`config.mk`:
```
export PLATFORM = sky130hd
export DESIGN_NAME = pipelined_barrel_shifter
export DESIGN_NICKNAME = d
export VERILOG_FILES = /design/src/rtl/pipelined_barrel_shifter_pkg.sv /design/src/rtl/pipelined_barrel_shifter_stage.sv /design/src/rtl/pipelined_barrel_shifter.sv
export SDC_FILE = /design/constraint.sdc
export NUM_CORES = 1
export LEC_CHECK = 0
export ABC_AREA = 1
export BUFFER_PORTS_ARGS = -buffer_cell sky130_fd_sc_hd__buf_2
export CAP_MARGIN = 20
export CORE_AREA = 2 2 76 96
export CTS_CLUSTER_DIAMETER = 30
export CTS_CLUSTER_SIZE = 24
export DETAILED_ROUTE_END_ITERATION = 7
export DIE_AREA = 0 0 78 98
export SKIP_LAST_GASP = 1
export SYNTH_ARGS = -nofsm -noshare
export SYNTH_HDL_FRONTEND = slang
export SYNTH_HIERARCHICAL = 1
export SYNTH_SLANG_ARGS = --single-unit
```
`constraint.sdc`:
```
create_clock -name clk -period 2.6 [get_ports clk]
set_input_delay 0.52 -clock clk [delete_from_list [all_inputs] [get_ports clk]]
set_output_delay 0.52 -clock clk [all_outputs]
set_load 0.1 [all_outputs]
```
`src/rtl/pipelined_barrel_shifter_pkg.sv`:
```
// Shared definitions for the pipelined barrel shifter.
// Mode encodings used by the top and by each shift stage.
package pipelined_barrel_shifter_pkg;

  typedef enum logic [1:0] {
    MODE_ROR = 2'b00,
    MODE_ROL = 2'b01,
    MODE_LSR = 2'b10,
    MODE_ASR = 2'b11
  } mode_e;

endpackage

```
`src/rtl/pipelined_barrel_shifter_stage.sv`:
```
// One fixed-distance move of the barrel shifter.
// Purely combinational; the parent registers the result.
module shifter_stage
  import pipelined_barrel_shifter_pkg::*;
#(
  parameter int WIDTH = 8,
  parameter int DIST  = 1
) (
  input  logic [WIDTH-1:0] data_i,
  input  mode_e            mode_i,
  output logic [WIDTH-1:0] data_o
);

  always_comb begin
    data_o = data_i;
    unique case (mode_i)
      MODE_ROR: data_o = {data_i[DIST-1:0],
                          data_i[WIDTH-1:DIST]};
      MODE_ROL: data_o = {data_i[WIDTH-DIST-1:0],
                          data_i[WIDTH-1:WIDTH-DIST]};
      MODE_LSR: data_o = data_i >> DIST;
      // sign is preserved by every earlier ASR stage
      MODE_ASR: data_o = $signed(data_i) >>> DIST;
    endcase
  end

endmodule

```
`src/rtl/pipelined_barrel_shifter.sv`:
```
// Pipelined barrel shifter: one log2 stage per register,
// global stall driven by the output handshake.
module pipelined_barrel_shifter
  import pipelined_barrel_shifter_pkg::*;
#(
  parameter int  WIDTH = 8,
  localparam int SHW   = $clog2(WIDTH)
) (
  input  logic             clk,
  input  logic             rst,
  input  logic [WIDTH-1:0] i_data,
  input  logic [SHW-1:0]   i_shift,
  input  logic [1:0]       i_mode,
  input  logic             i_valid,
  output logic             i_ready,
  output logic [WIDTH-1:0] o_data,
  output logic [1:0]       o_mode,
  output logic             o_valid,
  input  logic             o_ready
);

  logic [WIDTH-1:0] data_q [SHW];
  logic [WIDTH-1:0] data_d [SHW];
  logic [1:0]       mode_q [SHW];
  logic [1:0]       mode_d [SHW];
  logic [SHW-1:0]   rem_q  [SHW];
  logic [SHW-1:0]   rem_d  [SHW];
  logic [SHW-1:0]   valid_q;
  logic [SHW-1:0]   valid_d;
  logic             en;

  assign en      = o_ready | ~o_valid;
  assign i_ready = en & ~rst;

  for (genvar k = 0; k < SHW; k++) begin : g_stage
    logic [WIDTH-1:0] in_data;
    logic [WIDTH-1:0] mv_data;
    logic [1:0]       in_mode;
    logic [SHW-1:0]   in_rem;
    logic             in_valid;

    if (k == 0) begin : g_head
      assign in_data  = i_data;
      assign in_mode  = i_mode;
      assign in_rem   = i_shift;
      assign in_valid = i_valid;
    end else begin : g_tail
      assign in_data  = data_q[k-1];
      assign in_mode  = mode_q[k-1];
      assign in_rem   = rem_q[k-1];
      assign in_valid = valid_q[k-1];
    end

    shifter_stage #(
      .WIDTH (WIDTH),
      .DIST  (2 ** k)
    ) u_stage (
      .data_i (in_data),
      .mode_i (mode_e'(in_mode)),
      .data_o (mv_data)
    );

    // remaining shift bits travel down, LSB first
    assign data_d[k]  = in_rem[0] ? mv_data : in_data;
    assign mode_d[k]  = in_mode;
    assign rem_d[k]   = in_rem >> 1;
    assign valid_d[k] = in_valid;
  end

  always_ff @(posedge clk) begin
    if (rst) begin
      valid_q <= '0;
      for (int k = 0; k < SHW; k++) begin
        data_q[k] <= '0;
        mode_q[k] <= '0;
        rem_q[k]  <= '0;
      end
    end else if (en) begin
      valid_q <= valid_d;
      data_q  <= data_d;
      mode_q  <= mode_d;
      rem_q   <= rem_d;
    end
  end

  assign o_data  = data_q[SHW-1];
  assign o_mode  = mode_q[SHW-1];
  assign o_valid = valid_q[SHW-1];

endmodule
```
==> results.json <==
{
  "crit_path_max_fanout": 14,
  "slew_violations": 0,
  "path_cells": "buf_2",
  "detail-route-antenna-nets": 0,
  "top_usage_layer": "met2",
  "fmax_mhz": 497.1,
  "use_met2_pct": 21.49,
  "syn_area_um2": 1952,
  "clk_pin_slew_ps": 60,
  "holdBufCountCts": 0,
  "fp.dieH_um": 98,
  "clock_latency_ps": 280,
  "fillers": 771,
  "post_cts_buffers": 0,
  "die-area_um2": 7644,
  "port_buffers": 28,
  "cts_max_level": 2,
  "ys_types": 18,
  "initial_utilization_pct": 28.68,
  "reg2regPathDepth": 4,
  "cts-root-buf": "clkbuf_8",
  "core_area_um2": 6807,
  "outcome": "completed",
  "drive_gt1_share_pct": 12.94,
  "r2r_end": "g_stage[2].in_data[6]",
  "max_stage_delay_ps": 680,
  "clk_path_buf_depth": 2,
  "fin_crit_ps": 2012,
  "hold_start": "rst",
  "fin_ws_ps": 588.4,
  "place.gp.congestion": 0.8078,
  "nets": 357,
  "antenna_found_initial": 0,
  "synthCells": 321,
  "num_antenna_cells": 0,
  "fin_tns_setup_ps": 0,
  "dr.first_iter.drc_count": 109,
  "design_area_um2": 2213,
  "syn_area_per_cell_um2": 6.081,
  "cts_inserted_buffers": 5,
  "tritoncts": "yes",
  "grt_max_degree": 37,
  "drv_cap": 0,
  "cp_slowest_cell": "dfxtp_1",
  "ys_ff_latch": 36,
  "synth_seq_area_share_pct": 36.92,
  "syn_to_final_growth_pct": 13.40,
  "viasPerCell": 4.319,
  "timing.hold.ws_ps": 452.7,
  "grt_pass1_vias": 1747,
  "crit_type": "reg2out",
  "hold_path_depth": 2,
  "pre_cts_slack_ps": 652.2,
  "wl_um": 4155,
  "fin_worst_skew_ps": 3.176,
  "worst_slew_pin_slew_ps": 915.4,
  "post-route-period-util_pct": 77.37,
  "cts_num_sinks": 36,
  "rows": 34,
  "setup_violations": 0,
  "placed_area_um2": 2117,
  "hold_path.class": "in2reg",
  "hold_viol": 0,
  "power_density_nw_per_um2": 574.0,
  "ios": 29,
  "drt_first_pass_iters": 4,
  "grt_pass1_wl_um": 7631,
  "grtUsageMet1_pct": 13.53,
  "ir_worst_vdd_uv": 205.2,
  "yosysWarnings": 6,
  "grt_remaining_overflow": 0,
  "synth_nets": 338,
  "crit_required_ps": 2080,
  "slew_headroom_pct": 38.60,
  "end_kind": "primary output",
  "grtUsageTotal_pct": 12.08,
  "worstPathArrival_ps": 1490,
  "p_leak_nw": 1.188,
  "path_delay_family": "flip-flops",
  "wl_per_cell_um": 9.663,
  "min_to": "valid_q[2]",
  "num_vias": 1857,
  "use_met3_pct": 2.311,
  "crit_buf_inv": 1,
  "hpwl_um": 2890,
  "fp.dieW_um": 78,
  "cts_resized": 0,
  "r2r_start": "valid_q[2]",
  "r2r_setup_slack_ps": 890,
  "rsz0062_at_grt": "false",
  "critPathLaunchType": "flip-flop",
  "remaining_drc_errors": 0
}
## metrics by stage
step | utilization, % | instances | power [mW]
finish | 32.52 | 430 | 1.270
global route | 32.52 | 430 | 1.351
CTS | 32.52 | 430 | 1.291
detailed placement | 31.10 | 423 | 0.8678
global placement | 31.10 | 423 | 0.8655
floorplan | - | 321 | 0.8165
## kinds of logic (layout without fill, tap and decap cells)
logic type	after synthesis	count (layout)	share of synthesized area, %
buf+inv	28	47	7.756
flops	36	36	36.92
simple gates	256	256	54.49
compound gates	1	1	0.8336
## metal layers
metal  vias up  part of all wire, %
li1       1022                    -
met1       790                   44
met4         0                  2.2
met3         7                  4.0
met2        38                   50
met5         -                    0
## layout make-up
class                           instances  area (um^2)  share of cell area [%]
Inverter                               11        41.29                   1.865
Multi-Input combinational cell        257         1080                   48.78
Tap cell                               90        112.6                   5.088
Clock buffer                            7        96.34                   4.353
Sequential cell                        36        720.7                   32.56
Timing Repair Buffer                   29        162.7                   7.349
## cell usage in the layout, fill, tap and decap left out, types with 2 or more instances in the layout
master    instances
clkbuf_8          7
nor2_1           26
inv_2             2
nand3b_1          9
clkinv_1          3
nor2_4            2
nand2_1         182
buf_2            27
nand3_1          34
dfxtp_1          36
inv_1             6
## state kept, by name, summed over array words and instances, names as in the netlist
| register | cells |
|---|---|
| g_stage.in_mode | 4 |
| g_stage.in_rem | 3 |
| o_data | 8 |
| g_stage.in_data | 16 |
| o_mode | 2 |
| valid_q | 3 |
## worst max path at each step
| stage | to | from | slack [ps] | cells after the start |
|---|---|---|---|---|
| 3_5_place_dp | g_stage[1].in_data[3] | rst | 650 | 4 |
| 5_1_grt | o_valid | valid_q[2] | 500 | 1 |
| 6_report | o_valid | valid_q[2] | 590 | 1 |
| 3_3_place_gp | i_ready | o_ready | 680 | 4 |
| 2_1_floorplan | i_ready | valid_q[2] | 530 | 2 |
| 4_1_cts | o_valid | valid_q[2] | 570 | 1 |
## synthesized netlist by cell type, drive strengths merged
master | n | area, um^2
nand3b | 9 | 67.56
dfxtp | 36 | 720.7
inv | 8 | 30.03
clkbuf | 2 | 7.510
nand2 | 183 | 689.4
nand3 | 35 | 180.2
a21oi | 1 | 16.27
buf | 15 | 102.6
nor2 | 29 | 126.4
clkinv | 3 | 11.26
## power by group
| group | switching [mW] | leakage [nW] | internal, mW | total, mW |
|---|---|---|---|---|
| registers | 0.0355 | 0.296 | 0.586 | 0.621 |
| logic | 0.164 | 0.842 | 0.0685 | 0.233 |
| clock network | 0.181 | 0.0503 | 0.236 | 0.417 |
(Power assumes the default switching activity.)
